<file path="src/rtl/ysyx_23060187_pkg.sv">
// Shared definitions for the ysyx_23060187 core: machine width, the IFU
// state encoding, the fetch-buffer entry layout and the RV32 major opcodes
// the main controller decodes out of inst[6:0].
package ysyx_23060187_pkg;

  localparam int XLEN = 32;

  // PC of the first fetch after reset, used unless the top overrides it.
  localparam logic [XLEN-1:0] RESET_PC_DEFAULT = 32'h8000_0000;

  // Fetch FSM: IDLE may issue, WAIT owns one outstanding request,
  // DROP owns one outstanding request whose response is stale.
  typedef enum logic [1:0] {
    IDLE = 2'd0,
    WAIT = 2'd1,
    DROP = 2'd2
  } ifu_state_e;

  // One buffered fetch result as handed to the decoder.
  typedef struct packed {
    logic            err;
    logic [XLEN-1:0] pc;
    logic [XLEN-1:0] inst;
  } fetch_entry_t;

  // RV32I major opcodes (inst[6:0]).
  localparam logic [6:0] OP_LUI    = 7'b0110111;
  localparam logic [6:0] OP_AUIPC  = 7'b0010111;
  localparam logic [6:0] OP_JAL    = 7'b1101111;
  localparam logic [6:0] OP_JALR   = 7'b1100111;
  localparam logic [6:0] OP_BRANCH = 7'b1100011;
  localparam logic [6:0] OP_LOAD   = 7'b0000011;
  localparam logic [6:0] OP_STORE  = 7'b0100011;
  localparam logic [6:0] OP_IMM    = 7'b0010011;
  localparam logic [6:0] OP_REG    = 7'b0110011;
  localparam logic [6:0] OP_FENCE  = 7'b0001111;
  localparam logic [6:0] OP_SYSTEM = 7'b1110011;

  // Fetch addresses are always word aligned; low two bits are dropped.
  function automatic logic [XLEN-1:0] align_word(input logic [XLEN-1:0] addr);
    return {addr[XLEN-1:2], 2'b00};
  endfunction

endpackage

</file>
<file path="src/rtl/ysyx_23060187_ifu_fifo.sv">
// Small synchronous FIFO of fetch results. Flush empties it in one cycle and
// overrides any push or pop in the same cycle. The head is presented as zero
// whenever the FIFO is empty so the decoder never sees stale data.
module ysyx_23060187_ifu_fifo
  import ysyx_23060187_pkg::*;
#(
  parameter  int DEPTH = 2,
  localparam int PW    = $clog2(DEPTH),
  localparam int CW    = $clog2(DEPTH + 1)
) (
  input  logic         clk,
  input  logic         rst_n,
  input  logic         push,
  input  fetch_entry_t push_data,
  input  logic         pop,
  input  logic         flush,
  output fetch_entry_t head,
  output logic [CW-1:0] count
);

  fetch_entry_t  mem [DEPTH];
  logic [PW-1:0] wr_ptr;
  logic [PW-1:0] rd_ptr;
  logic          do_push;
  logic          do_pop;

  assign do_push = push && !flush;
  assign do_pop  = pop && !flush && (count != '0);

  // Entry storage write.
  // NOTE: the data array has no reset; only pointers and count do, and the
  // head is masked while empty, so reset contents can never become visible.
  always_ff @(posedge clk) begin
    if (do_push) begin
      mem[wr_ptr] <= push_data;
    end
  end

  // Pointer and occupancy bookkeeping; pointers wrap naturally mod DEPTH.
  // NOTE: all state here uses non-blocking assignment so every register
  // samples the pre-edge values regardless of statement order.
  always_ff @(posedge clk or negedge rst_n) begin
    if (!rst_n) begin
      wr_ptr <= '0;
      rd_ptr <= '0;
      count  <= '0;
    end else if (flush) begin
      wr_ptr <= '0;
      rd_ptr <= '0;
      count  <= '0;
    end else begin
      if (do_push) wr_ptr <= wr_ptr + PW'(1);
      if (do_pop)  rd_ptr <= rd_ptr + PW'(1);
      unique case ({do_push, do_pop})
        2'b10:   count <= count + CW'(1);
        2'b01:   count <= count - CW'(1);
        default: count <= count;
      endcase
    end
  end

  assign head = (count != '0) ? mem[rd_ptr] : '0;

endmodule

</file>
<file path="src/rtl/ysyx_23060187_ifu.sv">
// Instruction fetch unit. Keeps the fetch PC, issues at most one word request
// at a time to instruction memory, buffers responses in a small FIFO and
// hands {inst, pc, err} to the decoder with valid/ready. A redirect flushes
// the buffer, retargets the PC and marks any in-flight response as stale.
module ysyx_23060187_ifu
  import ysyx_23060187_pkg::*;
#(
  parameter logic [XLEN-1:0] RESET_PC  = RESET_PC_DEFAULT,
  parameter int              BUF_DEPTH = 2
) (
  input  logic            clk,
  input  logic            rst_n,
  output logic            imem_req_valid,
  input  logic            imem_req_ready,
  output logic [XLEN-1:0] imem_req_addr,
  input  logic            imem_resp_valid,
  input  logic [XLEN-1:0] imem_resp_data,
  input  logic            imem_resp_err,
  output logic            inst_valid,
  input  logic            inst_ready,
  output logic [XLEN-1:0] inst,
  output logic [XLEN-1:0] inst_pc,
  output logic            inst_err,
  input  logic            redirect_valid,
  input  logic [XLEN-1:0] redirect_pc
);

  localparam int CW = $clog2(BUF_DEPTH + 1);

  ifu_state_e      state;
  ifu_state_e      state_nxt;
  logic [XLEN-1:0] fetch_pc;
  logic [XLEN-1:0] fetch_pc_nxt;
  logic [CW-1:0]   fifo_count;
  fetch_entry_t    fifo_head;
  fetch_entry_t    push_entry;
  logic            req_fire;
  logic            push;
  logic            pop;

  // A request only leaves IDLE, where nothing is outstanding, so free space
  // in the FIFO is enough to guarantee its response has a slot. The request
  // is held low during reset and withdrawn in any redirect cycle.
  assign imem_req_valid = rst_n && (state == IDLE) &&
                          (fifo_count < CW'(BUF_DEPTH)) && !redirect_valid;
  assign imem_req_addr  = fetch_pc;
  assign req_fire       = imem_req_valid && imem_req_ready;

  // fetch_pc already advanced at the handshake, so the word in flight
  // belongs to fetch_pc - 4.
  assign push       = (state == WAIT) && imem_resp_valid && !redirect_valid;
  assign push_entry = '{err: imem_resp_err, pc: fetch_pc - XLEN'(4), inst: imem_resp_data};
  assign pop        = inst_valid && inst_ready;

  // Next-state and next-PC selection; redirect outranks everything.
  // NOTE: every output of this block gets a default first so no path can
  // leave it unassigned and infer a latch.
  always_comb begin
    state_nxt    = state;
    fetch_pc_nxt = fetch_pc;
    if (redirect_valid) begin
      fetch_pc_nxt = align_word(redirect_pc);
      unique case (state)
        IDLE:       state_nxt = IDLE;
        // A response arriving in the redirect cycle retires the old request;
        // otherwise it is still owed and must be discarded when it lands.
        WAIT, DROP: state_nxt = imem_resp_valid ? IDLE : DROP;
        default:    state_nxt = IDLE;
      endcase
    end else begin
      unique case (state)
        IDLE: begin
          if (req_fire) begin
            state_nxt    = WAIT;
            fetch_pc_nxt = fetch_pc + XLEN'(4);
          end
        end
        WAIT:    if (imem_resp_valid) state_nxt = IDLE;
        DROP:    if (imem_resp_valid) state_nxt = IDLE;
        default: state_nxt = IDLE;
      endcase
    end
  end

  // FSM state and fetch PC registers.
  always_ff @(posedge clk or negedge rst_n) begin
    if (!rst_n) begin
      state    <= IDLE;
      fetch_pc <= RESET_PC;
    end else begin
      state    <= state_nxt;
      fetch_pc <= fetch_pc_nxt;
    end
  end

  ysyx_23060187_ifu_fifo #(
    .DEPTH (BUF_DEPTH)
  ) u_fifo (
    .clk       (clk),
    .rst_n     (rst_n),
    .push      (push),
    .push_data (push_entry),
    .pop       (pop),
    .flush     (redirect_valid),
    .head      (fifo_head),
    .count     (fifo_count)
  );

  assign inst_valid = (fifo_count != '0);
  assign inst       = fifo_head.inst;
  assign inst_pc    = fifo_head.pc;
  assign inst_err   = fifo_head.err;

endmodule
</file>
<file path="config.mk">
export PLATFORM = sky130hd
export DESIGN_NAME = ysyx_23060187_ifu
export DESIGN_NICKNAME = d
export VERILOG_FILES = /design/src/rtl/ysyx_23060187_pkg.sv /design/src/rtl/ysyx_23060187_ifu_fifo.sv /design/src/rtl/ysyx_23060187_ifu.sv
export SDC_FILE = /design/constraint.sdc
export NUM_CORES = 1
export LEC_CHECK = 0
export BUFFER_PORTS_ARGS = -buffer_cell sky130_fd_sc_hd__buf_4
export CAP_MARGIN = 0
export CORE_MARGIN = 4
export CORE_UTILIZATION = 40
export DETAILED_ROUTE_END_ITERATION = 10
export SLEW_MARGIN = 20
export SYNTH_ARGS = -nofsm -noshare
export SYNTH_HDL_FRONTEND = slang
export SYNTH_HIERARCHICAL = 1
export SYNTH_SLANG_ARGS = --single-unit
</file>
<file path="constraint.sdc">
create_clock -name clk -period 5.81 [get_ports clk]
set_input_delay 0.8715 -clock clk [delete_from_list [all_inputs] [get_ports clk]]
set_output_delay 0.8715 -clock clk [all_outputs]
set_load 0.01 [all_outputs]
</file>
---- Word-level counts from Yosys, hierarchy flattened ----
Memory sizes are Yosys's and may differ from the RTL's.
Index checks and enable logic that the tools add are counted.
storage, ports and cells
  logic and storage cells ................. 58
  input port bits ......................... 71
  register bits ........................... 38
  RAM bits ................................ 130
  output and inout bits ................... 99
  memories kept ........................... 1
memory list
  name        words  bits a word  rd ports  clocked after Yosys merged registers in  write ports  RTL line                      RTL
  u_fifo.mem  2      65           1         0                                        1            ysyx_23060187_ifu_fifo.sv:21  fetch_entry_t mem [DEPTH];
operators by class
  add/sub/neg operators ................... 6
  reduce and logical (&&, ||, !) cells .... 21
  equal/unequal tests ..................... 6
  multiplexer cells ....................... 18
  order comparisons ....................... 1
operators with widths
  kind                                                   count
  2-to-1 mux 32 bit                                      3
  2-to-1 mux 65 bit                                      1
  adder 32 x 3 -> 32 bit, second input constant          1
  subtractor 32 x 3 -> 32 bit, second input constant     1
  2-to-1 mux 2 bit                                       6
  logical AND 1 bit                                      10
  nonzero test 2 bit                                     5
  one-hot mux 2 bit (2 select lines)                     2
  2-to-1 mux 1 bit                                       6
  equality test 2 x 1 -> 1 bit, second input constant    2
  equality test 2 bit, second input constant             2
  AND reduction 2 bit                                    2
  inequality test 3 x 1 -> 1 bit, second input constant  1
  inequality test 3 bit, second input constant           1
  nonzero test 3 bit                                     1
  adder 1 bit, second input constant                     2
  adder 2 x 1 -> 2 bit, second input constant            1
  zero test 2 bit                                        1
  < comparator 2 bit, second input constant              1
  OR reduction 2 bit                                     1
  subtractor 2 x 1 -> 2 bit, second input constant       1
  zero test 1 bit                                        1

---- Logic depth before layout (Yosys ltp) ----
  depth after elaboration ................. 8
  depth in mapped cells ................... 8
  gate-level depth less buffers ........... 7

---- By module ----
The synthesis kept the hierarchy.
modules (own cells, without submodules)
  module                  cells an instance  times used  area an instance (um^2)
  ysyx_23060187_ifu_fifo  299                1           5,182.5
  ysyx_23060187_ifu       297                1           2,448.6

---- Worst setup path before layout ----
No wires, ideal clock.
  path type ............................... input-to-reg
  start point ............................. in redirect_valid
  end point ............................... mem u_fifo/mem[0][0] (netlist name), enable pin
  path buffers ............................ 2
  data arrival time ....................... 4,368 ps
  setup time .............................. 488 ps
  setup slack ............................. 954 ps
  cell stages on the path ................. 5
  required time ........................... 5,322 ps
  path through ............................ clkbuf_1 -> clkbuf_1 -> nor2_1 -> nand2b_1 -> nor2_1
between the ends
  longest elaborated chain between the ends .. 5
RTL lines
  element                                 RTL line                      RTL
  start: declaration                      ysyx_23060187_ifu.sv:24       input logic redirect_valid,
  zero test 1 bit                         ysyx_23060187_ifu.sv:51       assign push = (state == WAIT) && imem_resp_valid && !redirect_valid;
  logical AND 1 bit                       ysyx_23060187_ifu.sv:51
  named net push                          ysyx_23060187_ifu.sv:38       logic push;
  logical AND 1 bit                       ysyx_23060187_ifu_fifo.sv:27  assign do_push = push && !flush;
  2-to-1 mux 1 bit                        ysyx_23060187_ifu_fifo.sv:34  if (do_push) begin
  2-to-1 mux 1 bit (implied by the code)  ysyx_23060187_ifu_fifo.sv:35  mem[wr_ptr] <= push_data;
  end: declaration                        ysyx_23060187_ifu_fifo.sv:21
The timed path passes the listed nets, and every way through them passes these cells.

==> impl_metrics.env <==
export IMPL_ys_warn_count=6
export IMPL_clk_latency_ns=0.41
export IMPL_cts_tree="built"
export IMPL_avgViaCountPerCell=4.95
export IMPL_post_cts_repair_setup_buffers=0
export IMPL_hp_class="primary input to asynchronous set/reset pin"
export IMPL_path_clk_slew_ns=0.06
export IMPL_num_vias=4937
export IMPL_first_pass_iters=4
export IMPL_rrSetupSlack_ns=2.82
export IMPL_path_cells="inv_1 -> ha_1 -> nor3b_1 -> and4b_1 -> nor4b_1 -> nand2_1 -> xnor2_1"
export IMPL_async_flop_share=0.217
export IMPL_wirelength_um=16600
export IMPL_layout_commonest_cell="buf_4"
export IMPL_skew_ns=0.00888
export IMPL_slowest_delay_ns=0.60
export IMPL_irDropWorstVdd_mv=0.193
export IMPL_slew_viol_final=0
export IMPL_ys_types=48
export IMPL_max_slew_worst_pin_slew_ns=0.911
export IMPL_die_width_um=146
export IMPL_synth_top_area_share=0.512
export IMPL_start_kind="flip-flop"
export IMPL_syn2layout_area_growth_pct=25.8
export IMPL_cp_top_family="simple AND/OR/NAND/NOR gates"
export IMPL_clock_sinks=166
export IMPL_ctsHoldBuffers=0
export IMPL_start_util=0.408
export IMPL_period_minus_slack_ns=2.99
export IMPL_num_antenna_cells=0
export IMPL_placed_area_um2=8950
export IMPL_antenna_found_initial=0
export IMPL_critPathBufInv=1
export IMPL_mostFrequentLayoutCells="buf_4 (168), edfxtp_1 (130), nor2_1 (83)"
export IMPL_reg2reg_from="imem_req_addr[2]$_DFFE_PN0P_"
export IMPL_finalSetupViolCount=0
export IMPL_grt_usage=0.157
export IMPL_drtIter0Drc=269
export IMPL_rsz0062_at_grt="no"
export IMPL_worst_r2r_path_depth=7
export IMPL_synth_seq_cells=166
export IMPL_dieArea_um2=21400
export IMPL_fill_cells=1636
export IMPL_drive_gt1_frac=0.284
export IMPL_core_region_area_um2=18700
export IMPL_cap_violations=0
export IMPL_cts_buffer_depth=2
export IMPL_synth_ff_type="edfxtp_1"
export IMPL_syn_instance_count=596
export IMPL_slew_headroom=0.393
export IMPL_p_per_area_nw_per_um2=289
export IMPL_wl_per_cell_um=16.6
export IMPL_grt_start_max_net_pins=68
export IMPL_path_class="flip-flop to flip-flop"
export IMPL_cp_required_ns=5.96
export IMPL_cts_root_buf="clkbuf_16"
export IMPL_rows=50
export IMPL_finalCritPeriodShare=0.514
export IMPL_cts_htree_levels=4
export IMPL_outcome="finished clean"
export IMPL_synth_seq_area_share=0.630
export IMPL_drc=0
export IMPL_synth_area_leaders="edfxtp_1 (51%), dfrtp_1 (11%), mux2i_1 (8.7%)"
export IMPL_grt_pass1_wl_um=26800
export IMPL_dieHeight_um=146
export IMPL_gr_total_overflow=0
export IMPL_critPathMaxFanout=7
export IMPL_grt_pass1_vias=5092
export IMPL_endpoint_kind="flip-flop"
export IMPL_syn_area_um2=7630
export IMPL_num_nets_final=826
export IMPL_yosysTopAreaCell="edfxtp_1"
export IMPL_detail_route_antenna_nets=0
export IMPL_final_cell_area_um2=9600
export IMPL_r2r_end="u_fifo/mem[0][62]$_DFFE_PP_"
export IMPL_arrival_ns=3.14
export IMPL_pin_count=170
export IMPL_hold_viol=0
export IMPL_portBuffers=165
export IMPL_avgSynthCellArea_um2=12.8
export IMPL_max_freq_mhz=335
export IMPL_postCtsResizedCells=0
export IMPL_p_leak_nw=3.57
export IMPL_numCtsBuffers=17
export IMPL_fin_tns_setup_ns=0
export IMPL_gp_congestion=0.800
export IMPL_cp_slowest_cell="nor4b_1"
export IMPL_synth_edf_count=130
export IMPL_post_dp_hpwl_um=11100
power breakdown:
part	total [mW]	internal, mW	switching, mW
logic	0.255	0.125	0.130
registers	1.38	1.32	0.0529
clock network	1.14	0.716	0.428
total	2.78	2.17	0.612
layer usage:
| metal | up-vias | share of wire | global-route usage |
|---|---|---|---|
| met5 | - | 0 | 0 |
| met4 | 0 | 0.0088 | 0.0419 |
| met3 | 14 | 0.061 | 0.0456 |
| met2 | 158 | 0.46 | 0.245 |
| met1 | 2350 | 0.47 | 0.216 |
| li1 | 2415 | - | - |
registers in the layout (all words and copies together) (netlist names):
register,cells
imem_req_addr,30
state,2
u_fifo/count,2
u_fifo/mem,130
u_fifo/rd_ptr,1
u_fifo/wr_ptr,1
through the flow:
step / util / setup slack, ns / hold slack [ns] / power, mW / instances
6_report: 0.513 / 2.82 / 0.420 / 2.78 / 998
5_1_grt: 0.513 / 2.55 / 0.450 / 2.90 / 998
4_1_cts: 0.511 / 2.65 / 0.424 / 2.81 / 996
3_5_place_dp: 0.478 / 2.74 / 0.514 / 1.66 / 964
3_3_place_gp: 0.478 / 2.81 / 0.480 / 1.65 / 964
2_1_floorplan: - / 0.954 / 0.471 / 1.53 / 601
Yosys cell counts, types with 3 or more instances:
master / instances
nor3b_1: 3
nor2_1: 86
inv_1: 13
nand4_1: 7
xor2_1: 26
and3_1: 5
ha_1: 4
clkbuf_1: 18
nor3_1: 9
or4_4: 3
mux2i_1: 66
nand2_1: 49
nand3_1: 13
dfrtp_1: 35
nor4_1: 11
edfxtp_1: 130
mux2_2: 3
nor2b_1: 3
o21ai_0: 31
xnor2_1: 30
buf_2: 8
buf_12: 5
and2_1: 3
buf_6: 3
buf_4: 3
kinds of logic (layout without fill, tap and decap cells):
kind of cell	after synthesis	in the layout	share of synthesized area
AOI/OAI and AO/OA	37	37	0.0267
adders and majority gates	4	4	0.00656
xor gates and xnor gates	56	56	0.0643
buffers and inverters	52	215	0.0433
and+or+nand+nor	211	211	0.138
other	1	6	0.000491
DFF	166	166	0.630
muxes	69	69	0.0910
worst reg2reg max path: cells and delay by family (launching register included):
kind / cells / cell delay [ns]
DFF: 1 / 0.47
xor gates and xnor gates: 1 / 0.17
buffers and inverters: 1 / 0.16
adders and majority gates: 1 / 0.19
and+or+nand+nor: 4 / 1.75
layout make-up:
class / instances / area, um2 / area share
clock buffers: 21 / 440 / 0.0459
clock inverters: 11 / 161 / 0.0168
inverters: 13 / 48.8 / 0.00508
multi-input cells: 383 / 2540 / 0.264
flip-flops and latches: 166 / 4810 / 0.501
well taps: 234 / 293 / 0.0305
repair buffers: 170 / 1310 / 0.136
worst max path at each step:
| stage | from | endpoint | slack [ns] | cells after the start |
|---|---|---|---|---|
| after floorplan | redirect_valid | u_fifo/mem[0][0]$_DFFE_PP_ | 0.95 | 5 |
| after detailed placement | redirect_valid | u_fifo/mem[1][6]$_DFFE_PP_ | 2.74 | 5 |
| final | imem_req_addr[2]$_DFFE_PN0P_ | u_fifo/mem[0][62]$_DFFE_PP_ | 2.82 | 7 |
| after global placement | redirect_valid | u_fifo/mem[1][9]$_DFFE_PP_ | 2.81 | 5 |
| after CTS | u_fifo/rd_ptr$_DFFE_PN0P_ | inst_pc[17] | 2.65 | 3 |
| after global routing | imem_req_addr[2]$_DFFE_PN0P_ | u_fifo/mem[0][62]$_DFFE_PP_ | 2.55 | 7 |
(Power assumes the default switching activity.)
